[src/rtl/superscalar_pkg.sv]
// rtl/superscalar_pkg.sv - opcodes, NOP and queue entry type shared by the dual-issue front end
package superscalar_pkg;

  localparam logic [6:0] OP_RTYPE  = 7'b0110011;
  localparam logic [6:0] OP_ITYPE  = 7'b0010011;
  localparam logic [6:0] OP_LOAD   = 7'b0000011;
  localparam logic [6:0] OP_STORE  = 7'b0100011;
  localparam logic [6:0] OP_BRANCH = 7'b1100011;
  localparam logic [6:0] OP_JAL    = 7'b1101111;
  localparam logic [6:0] OP_JALR   = 7'b1100111;
  localparam logic [6:0] OP_LUI    = 7'b0110111;
  localparam logic [6:0] OP_AUIPC  = 7'b0010111;

  localparam logic [31:0] NOP_INSTR = 32'h0000_0013;

  localparam int IQ_XLEN = 32;

  typedef struct packed {
    logic [31:0]        instr;
    logic [IQ_XLEN-1:0] pc;
  } iq_entry_t;

  function automatic logic writes_rd(input logic [6:0] op);
    return op inside {OP_RTYPE, OP_ITYPE, OP_LOAD, OP_LUI, OP_AUIPC, OP_JAL, OP_JALR};
  endfunction

  function automatic logic reads_rs1(input logic [6:0] op);
    return op inside {OP_RTYPE, OP_ITYPE, OP_LOAD, OP_STORE, OP_BRANCH, OP_JALR};
  endfunction

  function automatic logic reads_rs2(input logic [6:0] op);
    return op inside {OP_RTYPE, OP_STORE, OP_BRANCH};
  endfunction

  function automatic logic is_mem(input logic [6:0] op);
    return op inside {OP_LOAD, OP_STORE};
  endfunction

  function automatic logic is_ctrl(input logic [6:0] op);
    return op inside {OP_BRANCH, OP_JAL, OP_JALR};
  endfunction

endpackage

[src/rtl/issue_pair_check.sv]
// rtl/issue_pair_check.sv - decides whether the younger instruction may issue alongside the older one
module issue_pair_check
  import superscalar_pkg::*;
(
  input  logic [31:0] instr0,
  input  logic [31:0] instr1,
  output logic        pairable
);

  logic [6:0] opc0, opc1;
  logic [4:0] rd0, rd1, rs1_1, rs2_1;
  logic       rd0_live, ctrl0, mem_pair, raw, waw;
  logic       unused_bits;

  assign opc0  = instr0[6:0];
  assign opc1  = instr1[6:0];
  assign rd0   = instr0[11:7];
  assign rd1   = instr1[11:7];
  assign rs1_1 = instr1[19:15];
  assign rs2_1 = instr1[24:20];

  // x0 is never a real destination, so it cannot create a dependency
  assign rd0_live = writes_rd(opc0) && (rd0 != 5'd0);
  assign ctrl0    = is_ctrl(opc0);
  assign mem_pair = is_mem(opc0) && is_mem(opc1);
  assign raw      = rd0_live && ((reads_rs1(opc1) && (rs1_1 == rd0)) ||
                                 (reads_rs2(opc1) && (rs2_1 == rd0)));
  assign waw      = rd0_live && writes_rd(opc1) && (rd1 == rd0);

  assign pairable = !(ctrl0 || mem_pair || raw || waw);

  assign unused_bits = ^{instr0[31:12], instr1[31:25], instr1[14:12]};

endmodule

[src/rtl/dual_issue_unit.sv]
// rtl/dual_issue_unit.sv - instruction queue with one/two-wide in-order issue; DUAL_ISSUE_EN enables lane 1
module dual_issue_unit
  import superscalar_pkg::*;
#(
  parameter int QDEPTH = 4,
  parameter int XLEN   = 32
) (
  input  logic            clk,
  input  logic            reset,
  input  logic            fetch_valid,
  output logic            fetch_ready,
  input  logic [31:0]     fetch_instr0,
  input  logic [31:0]     fetch_instr1,
  input  logic [XLEN-1:0] fetch_pc,
  input  logic            flush,
  input  logic            issue_ready,
  output logic            lane0_valid,
  output logic            lane1_valid,
  output logic [31:0]     lane0_instr,
  output logic [31:0]     lane1_instr,
  output logic [XLEN-1:0] lane0_pc,
  output logic [XLEN-1:0] lane1_pc,
  output logic [6:0]      op0,
  output logic [6:0]      op1,
  output logic [2:0]      funct3_0,
  output logic [2:0]      funct3_1,
  output logic            funct7b5_0,
  output logic            funct7b5_1
);

  localparam int PW = $clog2(QDEPTH);
  localparam int CW = PW + 1;

  logic [31:0]     q_instr [QDEPTH];
  logic [XLEN-1:0] q_pc    [QDEPTH];

  logic [PW-1:0] wr_ptr, rd_ptr, wr_ptr1;
  logic [CW-1:0] count;
  logic          push;
  logic [1:0]    pop_n;

  assign wr_ptr1 = wr_ptr + 1'b1;

  // Only the registered count is used, so a same-cycle pop never frees room early
  assign fetch_ready = reset && !flush && (count <= CW'(QDEPTH - 2));
  assign push        = fetch_valid && fetch_ready;
  assign lane0_valid = (count != '0) && !flush;

`ifdef DUAL_ISSUE_EN
  logic [PW-1:0] rd_ptr1;
  logic          pairable;

  assign rd_ptr1 = rd_ptr + 1'b1;

  issue_pair_check u_pair_check (
    .instr0   (q_instr[rd_ptr]),
    .instr1   (q_instr[rd_ptr1]),
    .pairable (pairable)
  );

  assign lane1_valid = lane0_valid && (count >= CW'(2)) && pairable;
  assign lane1_instr = lane1_valid ? q_instr[rd_ptr1] : NOP_INSTR;
  assign lane1_pc    = lane1_valid ? q_pc[rd_ptr1]    : '0;
`else
  assign lane1_valid = 1'b0;
  assign lane1_instr = NOP_INSTR;
  assign lane1_pc    = '0;
`endif

  assign pop_n = (issue_ready && lane0_valid) ? (lane1_valid ? 2'd2 : 2'd1) : 2'd0;

  always_ff @(posedge clk or negedge reset) begin
    if (!reset) begin
      wr_ptr <= '0;
      rd_ptr <= '0;
      count  <= '0;
    end else if (flush) begin
      wr_ptr <= '0;
      rd_ptr <= '0;
      count  <= '0;
    end else begin
      wr_ptr <= wr_ptr + (push ? PW'(2) : PW'(0));
      rd_ptr <= rd_ptr + PW'(pop_n);
      count  <= count + (push ? CW'(2) : CW'(0)) - CW'(pop_n);
    end
  end

  // Payload needs no reset: an entry is only read once count says it was written
  always_ff @(posedge clk) begin
    if (push) begin
      q_instr[wr_ptr]  <= fetch_instr0;
      q_instr[wr_ptr1] <= fetch_instr1;
      q_pc[wr_ptr]     <= fetch_pc;
      q_pc[wr_ptr1]    <= fetch_pc + XLEN'(4);
    end
  end

  assign lane0_instr = lane0_valid ? q_instr[rd_ptr] : NOP_INSTR;
  assign lane0_pc    = lane0_valid ? q_pc[rd_ptr]    : '0;

  assign op0        = lane0_instr[6:0];
  assign funct3_0   = lane0_instr[14:12];
  assign funct7b5_0 = lane0_instr[30];
  assign op1        = lane1_instr[6:0];
  assign funct3_1   = lane1_instr[14:12];
  assign funct7b5_1 = lane1_instr[30];

endmodule
[config.mk]
export PLATFORM = sky130hd
export DESIGN_NAME = dual_issue_unit
export DESIGN_NICKNAME = d
export VERILOG_FILES = /design/src/rtl/superscalar_pkg.sv /design/src/rtl/issue_pair_check.sv /design/src/rtl/dual_issue_unit.sv
export SDC_FILE = /design/constraint.sdc
export NUM_CORES = 1
export LEC_CHECK = 0
export BUFFER_PORTS_ARGS = -buffer_cell sky130_fd_sc_hd__buf_4
export CAP_MARGIN = 30
export CORE_MARGIN = 2
export CORE_UTILIZATION = 56
export DETAILED_ROUTE_END_ITERATION = 10
export PLACE_DENSITY_LB_ADDON = 0.15
export SYNTH_ARGS = -nofsm -noshare
export SYNTH_HDL_FRONTEND = slang
export SYNTH_SLANG_ARGS = --single-unit
[constraint.sdc]
create_clock -name clk -period 5.87 [get_ports clk]
set_input_delay 0.2935 -clock clk [delete_from_list [all_inputs] [get_ports clk]]
set_output_delay 0.2935 -clock clk [all_outputs]
set_load 0.05 [all_outputs]
# Word-level counts from Yosys, hierarchy flattened
# Memory sizes are Yosys's and may differ from the RTL's.
# Index checks and enable logic that the tools add are counted.
[word_totals]
output_inout_bits = 153
n_memories = 2
word_cells = 29
input_bits = 101
regBits = 7
ramBits = 256
[op_classes]
n_reduce_logical = 7
order_cmp = 1
add_sub_neg = 6
mux = 10
[memory_table]
columns = ["name", "words", "word_bits", "rd", "rd_ports_with_merged_regs", "write_ports", "line_no", "source"]
rows = [
  ["q_instr", 4, 32, 1, 0, 2, "dual_issue_unit.sv:34", "logic [31:0] q_instr [QDEPTH];"],
  ["q_pc", 4, 32, 1, 0, 2, "dual_issue_unit.sv:35", "logic [XLEN-1:0] q_pc [QDEPTH];"],
]
[op_table]
columns = ["op", "count"]
rows = [
  ["$mux W32", 2],
  ["$add A32 B3 Y32 const B", 1],
  ["$mux W2", 4],
  ["$logic_and A1 B1 Y1", 5],
  ["$add A3 B2 Y3", 1],
  ["$le A3 B2 Y1 const B", 1],
  ["$mux W1", 3],
  ["$mux W3", 1],
  ["$reduce_bool A3 Y1", 1],
  ["$sub A3 B1 Y3", 1],
  ["$add A2 B1 Y2", 1],
  ["$add A2 B1 Y2 const B", 1],
  ["$add A2 B2 Y2", 1],
  ["$logic_not A1 Y1", 1],
]

# Longest topological paths before layout
[logic_depth]
depth_word = 8
depth_mapped = 11
depth_no_buf = 10

# Worst setup path before layout
# OpenSTA, ideal clock, no wires.
[synth_timing]
path_kind = "in2reg"
start = "input flush"
end = "memory q_instr[0][0], enable pin"
setup_slack_ns = 0.658
path_buffers = 1
path_stages = 6
arrival_time_ns = 4.711
cell_sequence = "clkbuf_1 > nor2_1 > nand2_1 > a21oi_1 > and2_1 > ha_1"
[synth_rtl]
columns = ["item", "line_no", "source"]
rows = [
  ["start: declaration", "dual_issue_unit.sv:15", "input logic flush,"],
  ["end: declaration", "dual_issue_unit.sv:34", ""],
]

# Final worst setup path
[layout_timing]
start = "register rd_ptr[0]"
end = "output op0[1]"
[layout_between]
elab_chain_len = 2
[layout_rtl]
columns = ["item", "line_no", "source"]
rows = [
  ["start: declaration", "dual_issue_unit.sv:37", "logic [PW-1:0] wr_ptr, rd_ptr, wr_ptr1;"],
  ["start signal: assignment", "dual_issue_unit.sv:83", "rd_ptr <= rd_ptr + PW'(pop_n);"],
  ["$mem_v2 Z4 W32", "--", ""],
  ["$mux W32", "dual_issue_unit.sv:98", "assign lane0_instr = lane0_valid ? q_instr[rd_ptr] : NOP_INSTR;"],
  ["end: declaration", "dual_issue_unit.sv:23", "output logic [6:0] op0,"],
]
# Every way passes these cells.

==> impl_metrics.tcl <==
set metrics [dict create \
    status "complete, no violations" \
    dieWidth_um 156 \
    antenna_found_initial 0 \
    min_period_ns 3.48 \
    rsz0062_at_grt "no" \
    ios 254 \
    power_density_nw_per_um2 327 \
    fin_nets 1098 \
    first_iter_violations 274 \
    path_class "reg -> out" \
    dieArea_um2 24500 \
    reg2regPathDepth 9 \
    setup_ws_ns 2.39 \
    crit_fanout 39 \
    rows 55 \
    netlist_instances 922 \
    synth-main-ff-cell "edfxtp_1" \
    ys_seq_elements 258 \
    p_leak_nw 5.29 \
    worstHoldPathType "in -> reg" \
    hold-worst-slack_ns 0.0242 \
    switching_share 0.301 \
    finalHoldViolCount 0 \
    vias 6967 \
    wl_per_cell_um 19.3 \
    cts.sinks 258 \
    power.share.combinational 0.238 \
    required_ns 5.58 \
    postRouteAntennaNets 0 \
    ff2ff_setup_slack_ns 2.77 \
    yosys_warnings 0 \
    yosysSeqAreaShare 0.593 \
    grt_pass1_wl_um 38100 \
    start_util 0.573 \
    intPower_mw 3.42 \
    worst_setup_path_end_kind "output port" \
    grt_pass1_vias 6957 \
    cts_tree "done" \
    htreeDepth 1 \
    cts-root-buf "clkbuf_16" \
    synth_edf_count 252 \
    gr-total-overflow 0 \
    place_ws_ns 2.70 \
    clk_latency_ns 0.52 \
    hold_depth 1 \
    antenna_cells 0 \
    finalCritPeriodShare 0.593 \
    stdcell_area_um2 15000 \
    dp_cells 1202 \
    switchingPower_mw 1.47 \
    cts_hold_buf 42 \
    fin_setup_tns_ns 0 \
    viasPerCell 5.39 \
    postPlaceCellArea_um2 13700 \
    maxSlewHeadroom 0.419 \
    finalPower_mw 4.89 \
    fin_cells 1293 \
    grt_max_degree 61 \
    place_congestion 0.758 \
    p_seq_frac 0.439 \
    drive_above_1_share 0.365 \
    r2r-start "count[2]" \
    fmax_mhz 287 \
    arrival_ns 3.19 \
    worst_pin_slew_ns 0.872 \
    track_usage 0.204 \
    syn2layout_area_growth_pct 15.0 \
    synth.distinct_cells 33 \
    drv_slew 0 \
    whs_endpoint "q_pc[0][20]" \
    hp-start "fetch_pc[20]" \
    syn_area_um2 13000 \
    synth-async-reset-ratio 0.0233 \
    synth_area_per_cell_um2 14.1 \
    finalSetupViolations 0 \
    drc_errors 0 \
    startpoint_type "flip-flop" \
    dp_hpwl_um 16100 \
    die_h_um 156 \
    path_clk_slew_ns 0.06 \
    r2r_end "q_pc[3][29]" \
    port_buffers 177 \
    final_core_util 0.659 \
    first_pass_iters 4 \
    max-clock-path-buffers 3 \
    core_area_um2 22700 \
    clock_skew_ns 0.0118 \
    maxCapViolations 0 \
    pwr-share-clk 0.322 \
    cts_buffers 26 \
    wl_um 24900 \
    ir_worst_vdd_mv 0.284 \
    cts_setup_buffers 0 \
    ctsResizeCount 0 \
]
[critical path, stage by stage (launching register included)]
cell	delay, ns
dfrtp_4	0.96
buf_4	0.58
mux4_2	0.58
or3_1	0.34
buf_4	0.20
[state kept, by name, indices dropped and copies added, names as in the netlist]
register  cells
count         3
wr_ptr        1
q_pc        124
rd_ptr        2
q_instr     128
[logic make-up (layout without fill, tap and decap cells)]
group / count (synthesis) / in the layout / share of synthesized area
DFF: 258 / 258 / 0.593
buffers and inverters: 272 / 284 / 0.108
adders and majority gates: 9 / 9 / 0.00865
and+or+nand+nor: 189 / 189 / 0.0828
muxes: 130 / 130 / 0.166
AOI/OAI and AO/OA: 1 / 1 / 0.000384
other: 2 / 76 / 0.000577
xor gates and xnor gates: 61 / 61 / 0.0410
[cells in the mapped netlist, drive strengths merged, types with 5 or more instances]
cell,count,share of area
nand3,14,0.0067
mux2,66,0.057
inv,7,0.0020
or3,5,0.0024
ha,9,0.0087
nand2,37,0.011
and4,5,0.0034
edfxtp,252,0.58
nor2,18,0.0052
nand4,22,0.011
xor2,15,0.010
buf,108,0.060
nor3,6,0.0023
dfrtp,6,0.012
mux4,62,0.11
nor4,9,0.0064
clkbuf,155,0.045
xnor2,46,0.031
and3,5,0.0024
and2,64,0.031
[layer usage]
metal,global-route usage,wire length [um]
met4,0.0690,649
met2,0.351,12700
met5,0,0
met3,0.0324,1310
met1,0.267,10300
[power groups by stage]
| stage | clock network, mW | registers [mW] | logic, mW |
|---|---|---|---|
| 2_1_floorplan | 0 | 2.16 | 0.941 |
| 3_3_place_gp | 0 | 2.19 | 1.14 |
| 3_5_place_dp | 0 | 2.19 | 1.15 |
| 4_1_cts | 1.62 | 2.15 | 1.18 |
| 5_1_grt | 1.69 | 2.16 | 1.23 |
| 6_report | 1.58 | 2.15 | 1.17 |
[how the worst max path moves through the flow]
stage          startpoint             to  slack, ns  cells after the start
2_1_floorplan       flush  q_instr[0][0]       0.66                      6
3_3_place_gp        flush    q_pc[3][29]       2.75                     10
3_5_place_dp        flush    q_pc[3][23]       2.70                     10
4_1_cts         rd_ptr[0]         op0[1]       2.25                      4
5_1_grt         rd_ptr[0]         op0[1]       2.12                      4
6_report        rd_ptr[0]         op0[1]       2.39                      4
[layout make-up]
type	instances	area, um2
Clock inverter	13	93.8
Multi-Input combinational cell	466	4200
Clock buffer	35	726
Fill cell	1647	7740
Tap cell	285	357
Inverter	7	26.3
Timing Repair Buffer	229	1840
Sequential cell	258	7720
[placed cells by master (no fill, tap or decap), drive strengths merged]
cell type	synthesis	final
nor2b	2	2
or2	2	2
xor2	15	15
nor4	9	9
xnor2	46	46
a21oi	1	1
clkinv	0	12
bufinv	0	1
inv	7	6
dfrtp	6	6
conb	2	76
nand2	37	37
clkbuf	155	35
dlygate4sd3	0	42
and3	5	5
mux4	62	62
and4	5	5
nor3	6	6
edfxtp	252	252
nand3	14	14
nor2	18	18
ha	9	9
mux2	66	66
and2	64	64
nand4	22	22
or3	5	5
mux2i	2	2
buf	108	187
clkinvlp	0	1
No activity file was read; power rests on OpenSTA's default activity.
